<file path="src/rtl/xidoo_controller.sv">
// xidoo_controller: Moore control FSM for the xidoo 8-bit accumulator CPU.
// Sequences fetch / decode / execute, handles the INPUT Enter handshake and HALT.
// MEM_LAT inserts read-wait states (FWAIT / DWAIT) before cycles that consume Instr.
// Optional build macro XIDOO_CTRL_STEP_EN adds a Step input for single-instruction
// stepping; without it the FSM is free-running.
module xidoo_controller #(
    parameter int unsigned MEM_LAT = 0
) (
    input  logic       clock,
    input  logic       reset,
    input  logic [2:0] IR,
    input  logic       Aeq0,
    input  logic       Apos,
    input  logic       Enter,
`ifdef XIDOO_CTRL_STEP_EN
    input  logic       Step,
`endif
    output logic       IRload,
    output logic       JMPmux,
    output logic       PCload,
    output logic       Meminst,
    output logic       MemWr,
    output logic [1:0] Asel,
    output logic       Aload,
    output logic       Sub,
    output logic       Halt,
    output logic [3:0] State
);

    typedef enum logic [3:0] {
        StStart  = 4'd0,
        StFwait  = 4'd1,
        StFetch  = 4'd2,
        StDecode = 4'd3,
        StDwait  = 4'd4,
        StLoad   = 4'd5,
        StStore  = 4'd6,
        StAdd    = 4'd7,
        StSub    = 4'd8,
        StInput  = 4'd9,
        StJz     = 4'd10,
        StJpos   = 4'd11,
        StHalt   = 4'd12
`ifdef XIDOO_CTRL_STEP_EN
        ,
        StStep   = 4'd13
`endif
    } state_e;

    // Execute state parked while DWAIT counts down
    typedef enum logic [1:0] {
        PendLoad = 2'd0,
        PendAdd  = 2'd1,
        PendSub  = 2'd2
    } pend_e;

    localparam bit          HasWait  = (MEM_LAT > 0);
    localparam int unsigned LatIdx   = (MEM_LAT > 0) ? MEM_LAT - 1 : 0;
    localparam logic [2:0]  WaitLast = 3'(LatIdx);

    state_e     state_q, state_d;
    pend_e      pend_q, pend_d;
    logic [2:0] cnt_q, cnt_d;
    logic [1:0] enter_s_q;
    logic       enter_prev_q;
    logic       enter_rise;
    logic       go_fetch;

    assign enter_rise = enter_s_q[1] & ~enter_prev_q;

`ifdef XIDOO_CTRL_STEP_EN
    logic [1:0] step_s_q;
    logic       step_prev_q;
    logic       step_pend_q, step_pend_d;
    logic       step_rise;

    assign step_rise = step_s_q[1] & ~step_prev_q;
    // An edge seen early (e.g. during FWAIT) is remembered until FETCH consumes it
    assign go_fetch  = step_rise | step_pend_q;

    // Step pending flag: set by an edge, cleared when FETCH is entered
    always_comb begin
        step_pend_d = (step_pend_q | step_rise) & (state_d != StFetch);
    end

    // Step synchronizer, edge register and pending flag
    always_ff @(posedge clock or negedge reset) begin
        if (!reset) begin
            step_s_q    <= 2'b00;
            step_prev_q <= 1'b0;
            step_pend_q <= 1'b0;
        end else begin
            step_s_q    <= {step_s_q[0], Step};
            step_prev_q <= step_s_q[1];
            step_pend_q <= step_pend_d;
        end
    end
`else
    assign go_fetch = 1'b1;
`endif

    // Next-state, wait counter and pending-execute logic
    always_comb begin
        state_e fetch_next;
        state_d = state_q;
        pend_d  = pend_q;
        cnt_d   = 3'd0;

        if (HasWait) begin
            fetch_next = StFwait;
        end else if (go_fetch) begin
            fetch_next = StFetch;
        end else begin
`ifdef XIDOO_CTRL_STEP_EN
            fetch_next = StStep;
`else
            fetch_next = StFetch;
`endif
        end

        case (state_q)
            StStart: begin
                if (HasWait) begin
                    state_d = StFwait;
                end else if (go_fetch) begin
                    state_d = StFetch;
                end
            end
            StFwait: begin
                if (cnt_q == WaitLast) begin
                    // Saturate so a stepped build can idle here at the end of the wait
                    cnt_d = cnt_q;
                    if (go_fetch) begin
                        state_d = StFetch;
                    end
                end else begin
                    cnt_d = cnt_q + 3'd1;
                end
            end
            StFetch: state_d = StDecode;
            StDecode: begin
                case (IR)
                    3'b000: begin
                        pend_d  = PendLoad;
                        state_d = HasWait ? StDwait : StLoad;
                    end
                    3'b001: state_d = StStore;
                    3'b010: begin
                        pend_d  = PendAdd;
                        state_d = HasWait ? StDwait : StAdd;
                    end
                    3'b011: begin
                        pend_d  = PendSub;
                        state_d = HasWait ? StDwait : StSub;
                    end
                    3'b100: state_d = StInput;
                    3'b101: state_d = StJz;
                    3'b110: state_d = StJpos;
                    3'b111: state_d = StHalt;
                    default: state_d = StStart;
                endcase
            end
            StDwait: begin
                if (cnt_q == WaitLast) begin
                    case (pend_q)
                        PendAdd: state_d = StAdd;
                        PendSub: state_d = StSub;
                        default: state_d = StLoad;
                    endcase
                end else begin
                    cnt_d = cnt_q + 3'd1;
                end
            end
            StLoad, StStore, StAdd, StSub, StJz, StJpos: state_d = fetch_next;
            StInput: begin
                if (enter_rise) begin
                    state_d = fetch_next;
                end
            end
            StHalt: state_d = StHalt;
`ifdef XIDOO_CTRL_STEP_EN
            StStep: begin
                if (go_fetch) begin
                    state_d = StFetch;
                end
            end
`endif
            default: state_d = StStart;
        endcase
    end

    // State, counter, pending-execute and Enter synchronizer registers
    always_ff @(posedge clock or negedge reset) begin
        if (!reset) begin
            state_q      <= StStart;
            pend_q       <= PendLoad;
            cnt_q        <= 3'd0;
            enter_s_q    <= 2'b00;
            enter_prev_q <= 1'b0;
        end else begin
            state_q      <= state_d;
            pend_q       <= pend_d;
            cnt_q        <= cnt_d;
            enter_s_q    <= {enter_s_q[0], Enter};
            enter_prev_q <= enter_s_q[1];
        end
    end

    // Moore output decode from the state register (jump and INPUT load qualified by inputs)
    always_comb begin
        IRload  = 1'b0;
        JMPmux  = 1'b0;
        PCload  = 1'b0;
        Meminst = 1'b0;
        MemWr   = 1'b0;
        Asel    = 2'd0;
        Aload   = 1'b0;
        Sub     = 1'b0;
        Halt    = 1'b0;
        case (state_q)
            StFetch: begin
                IRload = 1'b1;
                PCload = 1'b1;
            end
            StDecode, StDwait: Meminst = 1'b1;
            StLoad: begin
                Meminst = 1'b1;
                Asel    = 2'd2;
                Aload   = 1'b1;
            end
            StStore: begin
                Meminst = 1'b1;
                MemWr   = 1'b1;
            end
            StAdd: begin
                Meminst = 1'b1;
                Aload   = 1'b1;
            end
            StSub: begin
                Meminst = 1'b1;
                Aload   = 1'b1;
                Sub     = 1'b1;
            end
            StInput: begin
                Asel  = 2'd1;
                Aload = enter_rise;
            end
            StJz: begin
                JMPmux = 1'b1;
                PCload = Aeq0;
            end
            StJpos: begin
                // Zero is not positive
                JMPmux = 1'b1;
                PCload = Apos & ~Aeq0;
            end
            StHalt: Halt = 1'b1;
            default: ;
        endcase
    end

    assign State = state_q;

endmodule
</file>
<file path="config.mk">
export PLATFORM = sky130hd
export DESIGN_NAME = xidoo_controller
export DESIGN_NICKNAME = d
export VERILOG_FILES = /design/src/rtl/xidoo_controller.sv
export SDC_FILE = /design/constraint.sdc
export NUM_CORES = 1
export LEC_CHECK = 0
export ABC_AREA = 1
export ABC_CLOCK_PERIOD_IN_PS = 1250
export BUFFER_PORTS_ARGS = -buffer_cell sky130_fd_sc_hd__clkbuf_2
export CORE_MARGIN = 2
export CORE_UTILIZATION = 50
export DETAILED_ROUTE_END_ITERATION = 8
export PLACE_DENSITY = 0.77
export SLEW_MARGIN = 20
export SYNTH_ARGS = -nofsm -noshare
export SYNTH_HDL_FRONTEND = slang
export SYNTH_SLANG_ARGS = --single-unit
</file>
<file path="constraint.sdc">
create_clock -name clock -period 1.25 [get_ports clock]
set_input_delay 0.125 -clock clock [delete_from_list [all_inputs] [get_ports clock]]
set_output_delay 0.125 -clock clock [all_outputs]
set_load 0.02 [all_outputs]
</file>
==> summary.md, run 1 <==
| Metric | Value |
|---|---|
| Die H | `43.5 um` |
| Routed Wire Length | `a little over 3000 um` |
| CTS Sinks | `12` |
| # placed instances | `150` |
| Worst Path Class, Setup | `reg2out` |
| Largest net degree at the start of global routing | `13` |
| N_diodes | `0` |
| Mapped cell area | `slightly below 800 sq um` |
| CP Launch Type | `flop` |
| WP data required | `between 1 and 1.5 ns` |
| I/O Buffers | `21` |
| Actual slew at the worst max-slew pin | `about 0.27 ns` |
| Hold Startpoint | `IR[2]` |
| RSZ-0062 raised after global routing | `true` |
| Num rows | `14` |
| Worst-case clock buffer depth | `2` |
| Routability cong. | `approximately 0.87` |
| Net switching power | `roughly 0.0015 W` |
| MaxCap Viol Count | `0` |
| Initial antenna violation count | `0` |
| Reg power frac | `approximately 22%` |
| Mapped Cells | `110` |
| Fin. max-slew vios | `0` |
| Vias post-DR | `1000` |
| Via density | `between 5 and 6` |
| Reg2reg end | `State[0]` |
| Post-route non-filler standard cell count | `between 150 and 200` |
| CTS root buffer | `clkbuf_4` |
| PwrDens | `~2300 nW/um^2` |
| Fin. Hold Viols | `0` |
| Ports | `22` |
| WP data arrival | `about 1.4 ns` |
| Worst setup margin | `-0.277 ns` |
| #FFs+latches synth | `12` |
| CTS buffer count | `3` |
| Full die area | `approximately 1900 sq um` |
| P_leak | `slightly above 0.7 nW` |
| Yosys warns | `0` |
| Post-DP HPWL | `between 1000 and 1500 um` |
| Antenna violation net count after detailed routing | `0` |
| Crit-path max FO | `6` |
| Clk Latency, worst-skew pair | `roughly 0.26 ns` |
| Drt initial violations | `42` |
| Drt pass-1 iters | `4` |
| Peak supply drop | `around 0.0017 V` |
| Number of nets in the layout | `approximately 170` |
| Final Critical Period | `roughly 1.5 ns` |
| Tcrit/Tclk final | `122%` |
| Cell Int Power | `0.00156 W` |
| Layout area overhead | `71.4%` |
| Worst min path class | `in2reg` |
| CP Capture Type | `output port` |
| Vias in the first global route | `just over 900` |
| Seq/Total Area, Yosys | `about two fifths` |
| H-tree depth | `1` |
| Failing checks | `negative setup slack` |
| Switching Fraction | `49.3%` |
| Cell variety after synth | `19` |
| Total GRT Usage | `about 29%` |
| Slew Limit Headroom | `between 80% and 90%` |
| Final setup TNS | `-3.35 ns` |
| First-pass GRT wire length | `between 4000 and 5000 um` |
| Fmax | `around 0.65 GHz` |
| Hold path depth | `3` |
| Filler cells | `58` |
| Reg-to-reg setup timing slack | `-0.18 ns` |
| Outcome | `finished with violations` |
| Clk_skew | `~0.0058 ns` |
| Share of cells above drive strength 1 | `55.9%` |
| Core area | `1490 sq um` |
| GR Overflow Total | `0` |
| Worst Reg2Reg Path Length in Cells | `8` |
| Reg2Reg Launch Point | `State[3]` |
| Clk slew on worst S/H paths | `~0.070 ns` |
| Hold Path End | `pend_q[0]` |
| DR DRC count | `0` |
| Post-synth net total | `120` |
| Die Width | `roughly 44 um` |
| Clk pwr share | `7.6%` |
| Final count of negative-setup-slack endpoints | `19` |
| Comb pwr share | `between 70% and 80%` |
| Starting Density | `52.5%` |
| CTS tree | `built` |
| WL/cell | `roughly 18 um` |
| Synthesized area per cell | `7.11 sq um` |
[placed cells by master (no fill, tap or decap), types with 2 or more instances in the layout]
| cell type | count |
|---|---|
| nand2_1 | 22 |
| clkbuf_8 | 2 |
| nand2_4 | 3 |
| dfrtp_1 | 8 |
| clkbuf_2 | 10 |
| nand3_1 | 8 |
| nor2_2 | 5 |
| o21ai_2 | 2 |
| nand2_2 | 5 |
| clkbuf_4 | 3 |
| inv_4 | 4 |
| nor2_4 | 7 |
| dfrtp_2 | 4 |
| buf_6 | 7 |
| ha_1 | 2 |
| o21ai_1 | 5 |
| buf_4 | 22 |
| nor2_1 | 4 |
| nand4_1 | 4 |
| inv_2 | 3 |
| a21oi_1 | 2 |
| buf_2 | 2 |
| nand3_2 | 5 |
| inv_1 | 11 |
| dlygate4sd3_1 | 2 |
[worst max-delay path by stage]
stage,startpoint,end,slack [ns],depth (start not counted)
after floorplan,State[1],PCload,0.01,2
after global placement,State[3],Aload,0.02,7
after global routing,State[3],MemWr,-0.34,5
final,State[2],PCload,-0.28,3
after detailed placement,cnt_q[0],State[2],-0.01,8
after CTS,State[1],Aload,-0.20,6
[final cells by class]
class                           count  area (sq um)  share of cell area, %
Inverter                           19          82.6                   6.16
Multi-Input combinational cell     79           519                   38.7
Clock buffer                        4          26.3                   1.96
Timing Repair Buffer               47           387                   28.9
Sequential cell                    12           305                   22.8
Tap cell                           16          20.0                   1.49
[layer usage]
layer	vias to the layer above	global-route usage, %	routed length, um
li1	453	-	-
met1	465	36.9	1270
met2	66	49.1	1440
met3	16	3.33	269
met4	0	11.5	137
met5	-	0	0
[critical path: stages (launching register included)]
cell     delay, ns
dfrtp_2       0.51
buf_4         0.17
o31ai_2       0.27
buf_4         0.19
[through the flow]
step           power, W  instance area, sq um  setup slack, ns  util [%]  hold slack (ns)
3_5_place_dp    0.00179                   952          -0.0101      63.9           0.0218
6_report        0.00308                  1340           -0.277      90.0            0.188
2_1_floorplan   0.00145                   805           0.0106         -           -0.171
4_1_cts         0.00269                  1220           -0.196      82.3            0.161
3_3_place_gp    0.00178                   952           0.0230      63.9           0.0170
5_1_grt         0.00323                  1340           -0.344      90.0            0.207
[logic make-up (layout without fill, tap and decap cells)]
family                     after synthesis  after routing  synth area share (%)
xor gates and xnor gates                 1              1                  1.12
buffers and inverters                   19             70                  9.12
and+or+nand+nor                         65             65                  40.8
adders and majority gates                2              2                  3.20
DFF                                     12             12                  38.4
AOI/OAI and AO/OA                       11             11                  7.36
[synth_stat cells]
cell type  count  area (sq um)
nand2_1       28           105
nor2_4         1          11.3
nor2_2         7          43.8
or2_1          1          6.26
inv_2          4          15.0
nand3_2        3          30.0
nor2_1         8          30.0
a21oi_1        3          15.0
o31ai_1        1          7.51
xor2_1         1          8.76
nand2_2        2          12.5
inv_1         14          52.6
o21ai_0        1          5.00
nand4_1        4          25.0
o21ai_1        6          30.0
ha_1           2          25.0
clkinv_1       1          3.75
nand3_1       11          55.1
dfrtp_1       12           300
[flip-flops by register name (all words and copies together) (netlist names)]
name / flops
State: 4
cnt_q: 3
enter_s_q: 2
pend_q: 2
enter_prev_q: 1
[timing repair]
item,4_1_cts,5_1_grt
setup buffers,14,8
endpoints found under the hold margin,13,0
gates resized for setup,36,25
hold buffers,2,0
pin swaps,9,10
endpoints found under the setup margin,15,19
[power groups by stage]
stage          combinational [W]  sequential [W]  clock (W)
3_5_place_dp             0.00114        0.000650          0
6_report                 0.00216        0.000688   0.000234
5_1_grt                  0.00227        0.000696   0.000264
3_3_place_gp             0.00114        0.000639          0
4_1_cts                  0.00178        0.000656   0.000254
2_1_floorplan           0.000761        0.000693          0
(Power assumes the default switching activity.)
==> run 2, diff against run 1 <==
Settings changed: CELL_PAD_IN_SITES_DETAIL_PLACEMENT from default to 1, CELL_PAD_IN_SITES_GLOBAL_PLACEMENT from default to 2, CORE_UTILIZATION 50 to 27, PLACE_DENSITY 0.77 to default, PLACE_DENSITY_LB_ADDON from default to 0.1.
==> run 2 against run 1 <==
The run still ends with negative setup slack left. Via count fell by 6.7%. Combinational power increased by 12%. Global-route usage shrank 13 points. Power up 9.9%. Non-clock buffer count is 6 higher. Critical endpoint unchanged.
==> summary.md, run 2 (synthesis results as in run 1) <==
| Metric | Value |
|---|---|
| Most frequent cells in the layout | `buf_4 (25), nand2_1 (20), buf_6 (16)` |
| Final setup TNS | `-2.82 ns (+0.527 ns)` |
| Layout area overhead | `91.4%` |
| Worst setup margin | `-0.251 ns (+0.0261 ns)` |
| RSZ-0062 raised after global routing | `true` |
| Worst slack, placed | `-0.0412 ns (-0.0310 ns)` |
| CP Capture Type | `output port` |
| Drt initial violations | `9 (-79%)` |
| Drt pass-1 iters | `4 (unchanged)` |
| Comb pwr share | `71.4% (+1.3 points)` |
| Clk slew on worst S/H paths | `0.09 ns (+0.02 ns)` |
| Final Critical Period | `1.50 ns (-0.0261 ns)` |
| Full die area | `3340 sq um (+76%)` |
| Core area | `2760 sq um (+85%)` |
| Vias in the first global route | `868 (-4.1%)` |
| # placed instances | `174 (+16%)` |
| Filler cells | `331 (+470%)` |
| Ports | `22 (unchanged)` |
| Max reg flops | `4 (unchanged)` |
| Die Width | `57.8 um (+33%)` |
| CTS tree | `built` |
| Post-route non-filler standard cell count | `198 (+12%)` |
| CTS Sinks | `12 (unchanged)` |
| Number of nets in the layout | `178 (+3.5%)` |
| Largest net degree at the start of global routing | `13 (unchanged)` |
| Total GRT Usage | `15.4% (-13 points)` |
| P_leak | `0.750 nW (+5.8%)` |
| Critical path's slowest cell | `dfrtp_2` |
| Outcome | `finished with violations` |
| Hold WS | `0.148 ns (-0.0396 ns)` |
| Most common cell after layout, fill and taps aside | `buf_4` |
| Final count of negative-setup-slack endpoints | `20 (+1)` |
| Hold path depth | `3 (unchanged)` |
| MaxCap Viol Count | `0 (unchanged)` |
| Actual slew at the worst max-slew pin | `0.298 ns (+0.0253 ns)` |
| Worst path max stage delay | `0.50 ns (about the same)` |
| Reg power frac | `19.2% (-3.2 points)` |
| Clk pwr share | `9.4% (+1.8 points)` |
| Fin. max-slew vios | `0 (unchanged)` |
| Layout Utilization | `54.3% (-36 points)` |
| Routability cong. | `0.726 (-17%)` |
| WL/cell | `14.8 um (-16%)` |
| Switching Fraction | `46.7% (-2.6 points)` |
| Worst-case clock buffer depth | `2 (unchanged)` |
| Via density | `4.71 (-17%)` |
| CP Launch Type | `flop` |
| WP buf/inv | `2 (unchanged)` |
| Die H | `57.8 um (+33%)` |
| DR DRC count | `0 (unchanged)` |
| Fmax | `0.666 GHz (+1.7%)` |
| PwrDens | `2260 nW/um^2 (-1.6%)` |
| Peak supply drop | `0.00166 V (-4.5%)` |
| CTS root buffer | `clkbuf_4` |
| Vias post-DR | `933 (-6.7%)` |
| Family with the most delay on the worst path | `flip-flops` |
| CTS buffer count | `3 (unchanged)` |
| WP data required | `1.12 ns (about the same)` |
| Routed Wire Length | `2930 um (-5.7%)` |
| Worst Path Class, Setup | `reg2out` |
| Slew Limit Headroom | `80.1% (-1.7 points)` |
| Num rows | `19 (+5)` |
| Starting Density | `28.4% (-24 points)` |
| Worst Reg2Reg Path Length in Cells | `8 (unchanged)` |
| Cell Int Power | `0.00180 W (+16%)` |
| Clk_skew | `0.0104 ns (+0.00456 ns)` |
| Net switching power | `0.00158 W (+4.0%)` |
| Clk Latency, worst-skew pair | `0.28 ns (+0.02 ns)` |
| Tcrit/Tclk final | `120% (-2.1 points)` |
| Initial antenna violation count | `0 (unchanged)` |
| GR Overflow Total | `0 (unchanged)` |
| Worst min path class | `in2reg` |
| Failing checks | `negative setup slack` |
| I/O Buffers | `21 (unchanged)` |
| Share of cells above drive strength 1 | `63.5% (+7.6 points)` |
| Fin. Hold Viols | `0 (unchanged)` |
| Post-DP HPWL | `1900 um (+34%)` |
| N_diodes | `0 (unchanged)` |
| Critical Path Stages | `4 (+1)` |
| H-tree depth | `1 (unchanged)` |
| First-pass GRT wire length | `3860 um (-3.6%)` |
| Antenna violation net count after detailed routing | `0 (unchanged)` |
| Crit-path max FO | `5 (-1)` |
| WP data arrival | `1.38 ns (-0.02 ns)` |
| Crit-path cells | `inv_4 > nand2_2 > o31ai_4 > buf_6` |
[run 2: cell count changes in the layout (fill, tap and decap cells not counted), moves of 3 or more]
cell and change:
buf_4 +3, buf_6 +9, nand3_2 -3, nor2_1 -3
[run 2: metal layers]
metal,share of wire [%],GRT usage (%),routed length [um]
met2,56,25.8,1630
met5,0,0,0
met1,40,19.7,1170
met4,0.92,2.99,27
met3,3.4,4.69,100
[run 2: cell type report]
cell class              instances  area (sq um)  share of cell area, %
multi-input cells              79           586                   39.1
well taps                      31          38.8                   2.59
inverters                      19          83.8                   5.60
flip-flops and latches         12           305                   20.4
clock buffers                   4          36.3                   2.42
repair buffers                 53           447                   29.8
[run 2: timing repair]
action | CTS | global route
setup endpoints to repair | 15 | 20
buffers inserted | 6 | 12
gates resized for setup | 12 | 77
endpoints found under the hold margin | 13 | 0
hold buffers | 2 | 0
pin swaps | 4 | 18
[run 2: per-stage QoR]
step / cell area, sq um / power [W]
global placement: 1040 / 0.00201
global route: 1500 / 0.00360
finish: 1500 / 0.00338
floorplan: 805 / 0.00145
CTS: 1180 / 0.00257
detailed placement: 1040 / 0.00203
[run 2: path summary, 6_finish.rpt]
kind	from	endpoint	slack (ns)
setup / recovery	State[0]	PCload	-0.25
hold / removal	IR[0]	pend_q[1]	0.15
setup reg to reg	State[3]	State[3]	-0.16
hold reg to reg	enter_s_q[0]	enter_s_q[1]	0.35
max in group asynchronous	reset	State[1]	0.75
min in group asynchronous	reset	enter_s_q[1]	0.24
[run 2: worst min-delay path, stage by stage]
cell,delay (ns)
clkbuf_2,0.11
nand4_1,0.10
o21ai_2,0.05
[run 2: power groups by stage]
stage               Combinational, W  Sequential [W]  Clock, W
floorplan                   0.000761        0.000693         0
global placement             0.00138        0.000633         0
detailed placement           0.00140        0.000632         0
CTS                          0.00163        0.000615  0.000327
global route                 0.00260        0.000664  0.000342
finish                       0.00241        0.000651  0.000318
==> run 3, diff against run 2 <==
Settings changed: CTS_BUF_LIST from default to sky130_fd_sc_hd__clkbuf_16.
==> run 3 against run 2 <==
The flow still finishes with violations (negative setup slack). Sequential power up 6.3%. Register-to-register slack improved by 0.02 ns. First-iteration DRC count up 78%. Core utilization grew 0.95 points. Combinational power shrank 6%. Final area grew 1.8%. Largest cell class unchanged.
==> summary.md, run 3 (synthesis results as in run 1) <==
| Metric | Value |
|---|---|
| CP Launch Type | `flop` |
| DP Area | `1040 sq um (unchanged)` |
| Reg2Reg Launch Point | `State[3]` |
| Outcome | `finished with violations` |
| CP startpoint | `State[0]` |
| Worst setup margin | `-0.182 ns (+0.0690 ns)` |
| Tcrit/Tclk final | `115% (-5.5 points)` |
| WL/cell | `13.3 um (-10%)` |
| I/O Buffers | `21 (unchanged)` |
| Finished Cell Area | `1520 sq um (+1.8%)` |
| Reg2reg end | `State[2]` |
| # placed instances | `174 (unchanged)` |
| Layout area overhead | `94.7%` |
| Number of nets in the layout | `176 (-1.1%)` |
| Max reg flops | `4 (unchanged)` |
| CTS buffer count | `3 (unchanged)` |
| DR DRC count | `0 (unchanged)` |
| Antenna violation net count after detailed routing | `0 (unchanged)` |
| Worst Reg2Reg Path Length in Cells | `8 (unchanged)` |
| Final count of negative-setup-slack endpoints | `19 (-5.0%)` |
| Die H | `57.8 um (unchanged)` |
| MaxCap Viol Count | `0 (unchanged)` |
| Crit-path cells | `inv_4 > nor2_4 > nand2_2 > o21ai_2 > clkbuf_8` |
| Crit-path max FO | `5 (unchanged)` |
| Worst Path Class, Setup | `reg2out` |
| P_leak | `0.759 nW (+1.2%)` |
| Routed Wire Length | `2610 um (-11%)` |
| Full die area | `3340 sq um (unchanged)` |
| H-tree depth | `1 (unchanged)` |
| Worst path max stage delay | `0.49 ns (about the same)` |
| Clk_skew | `0.00392 ns (-0.00644 ns)` |
| Critical path's slowest cell | `dfrtp_2` |
| Clk slew on worst S/H paths | `0.04 ns (-0.05 ns)` |
| WP data arrival | `1.31 ns (-0.07 ns)` |
| Initial antenna violation count | `0 (unchanged)` |
| Fin. max-slew vios | `0 (unchanged)` |
| WP data required | `1.12 ns (about the same)` |
| Slew Limit Headroom | `80.0% (-0.099 points)` |
| Starting Density | `28.4% (unchanged)` |
| GR Overflow Total | `0 (unchanged)` |
| Most frequent cells in the layout | `buf_4 (23), nand2_1 (17), inv_1 (11), clkbuf_2 (11), nand2_2 (10)` |
| Worst slack, placed | `-0.0412 ns (unchanged)` |
| Clk Latency, worst-skew pair | `0.24 ns (-0.04 ns)` |
| Core area | `2760 sq um (unchanged)` |
| Worst-case clock buffer depth | `2 (unchanged)` |
| Post-route non-filler standard cell count | `196 (-1.0%)` |
| CTS tree | `built` |
| Largest net degree at the start of global routing | `13 (unchanged)` |
| Failing checks | `negative setup slack` |
| Share of cells above drive strength 1 | `61.8% (-1.7 points)` |
| Most common cell after layout, fill and taps aside | `buf_4` |
| Final Critical Period | `1.43 ns (-0.0690 ns)` |
| Pwr Total | `0.00354 W (+4.7%)` |
| CP Capture Type | `output port` |
| Actual slew at the worst max-slew pin | `0.299 ns (+0.00148 ns)` |
| Worst min path class | `in2reg` |
| Num rows | `19 (unchanged)` |
| First-pass GRT wire length | `4200 um (+8.6%)` |
| Final setup TNS | `-2.16 ns (+0.654 ns)` |
| Drt initial violations | `16 (+7)` |
| CTS root buffer | `clkbuf_16` |
| Vias post-DR | `934 (+0.11%)` |
| CTS Sinks | `12 (unchanged)` |
| Routability cong. | `0.726 (unchanged)` |
| Peak supply drop | `0.00163 V (-1.6%)` |
| Post-DP HPWL | `1900 um (unchanged)` |
| Fin. Hold Viols | `0 (unchanged)` |
| Drt pass-1 iters | `3 (-1)` |
| PwrDens | `2330 nW/um^2 (+2.9%)` |
| Die Width | `57.8 um (unchanged)` |
| N_diodes | `0 (unchanged)` |
| Ports | `22 (unchanged)` |
| Fmax | `0.698 GHz (+4.8%)` |
| RSZ-0062 raised after global routing | `true` |
| End point of the critical path | `Aload` |
| Vias in the first global route | `910 (+4.8%)` |
| Total GRT Usage | `16.8% (+1.4 points)` |
| Via density | `4.77 (+1.1%)` |
| Reg-to-reg setup timing slack | `-0.14 ns (+0.02 ns)` |
[run 3: critical path, delay by kind of cell (launching register included)]
family / cells / cell delay, ns
buf+inv: 2 / 0.22
flops: 1 / 0.49
simple gates: 2 / 0.21
compound gates: 1 / 0.14
[run 3: worst min path at each step]
| stage | start | depth (start not counted) | to |
|---|---|---|---|
| 2_1_floorplan | reset | 0 | State[0] |
| 3_3_place_gp | reset | 1 | cnt_q[0] |
| 3_5_place_dp | reset | 1 | enter_s_q[0] |
| 4_1_cts | IR[0] | 3 | pend_q[1] |
| 5_1_grt | IR[0] | 3 | pend_q[1] |
| 6_report | IR[0] | 3 | pend_q[1] |
[run 3: timing repair]
item,CTS,global route
gates resized for setup,37,40
endpoints found under the setup margin,15,19
endpoints found under the hold margin,13,0
hold buffers,2,0
setup buffers,10,6
cloned,0,0
pin swaps,6,10
[run 3: through the flow]
stage / util (%) / hold slack, ns
after CTS: 49.0 / 0.184
after global routing: 55.2 / 0.215
final: 55.2 / 0.182
after floorplan: - / -0.171
after detailed placement: 37.7 / 0.0289
after global placement: 37.7 / 0.0282
[run 3: area by class of cell]
cell class / count / area, sq um
clock buffer: 3 / 75.1
clock inverter: 1 / 3.75
fill: 331 / 1230
inverter: 19 / 82.6
multi-input combinational: 79 / 574
sequential: 12 / 305
tap: 31 / 38.8
timing repair buffer: 51 / 443
[run 3: report_power, final]
group / switching, W / total [W] / internal [W]
clock network: 0.000169 / 0.000590 / 0.000421
logic: 0.00117 / 0.00226 / 0.00109
registers: 0.000200 / 0.000692 / 0.000491
[run 3: routing by layer]
layer | track usage [%] | wire [um] | up-vias
met2 | 27.4 | 1310 | 24
met4 | 5.65 | 58 | 0
li1 | - | - | 464
met3 | 5.58 | 95 | 6
met1 | 20.9 | 1150 | 440
met5 | 0 | 0 | -
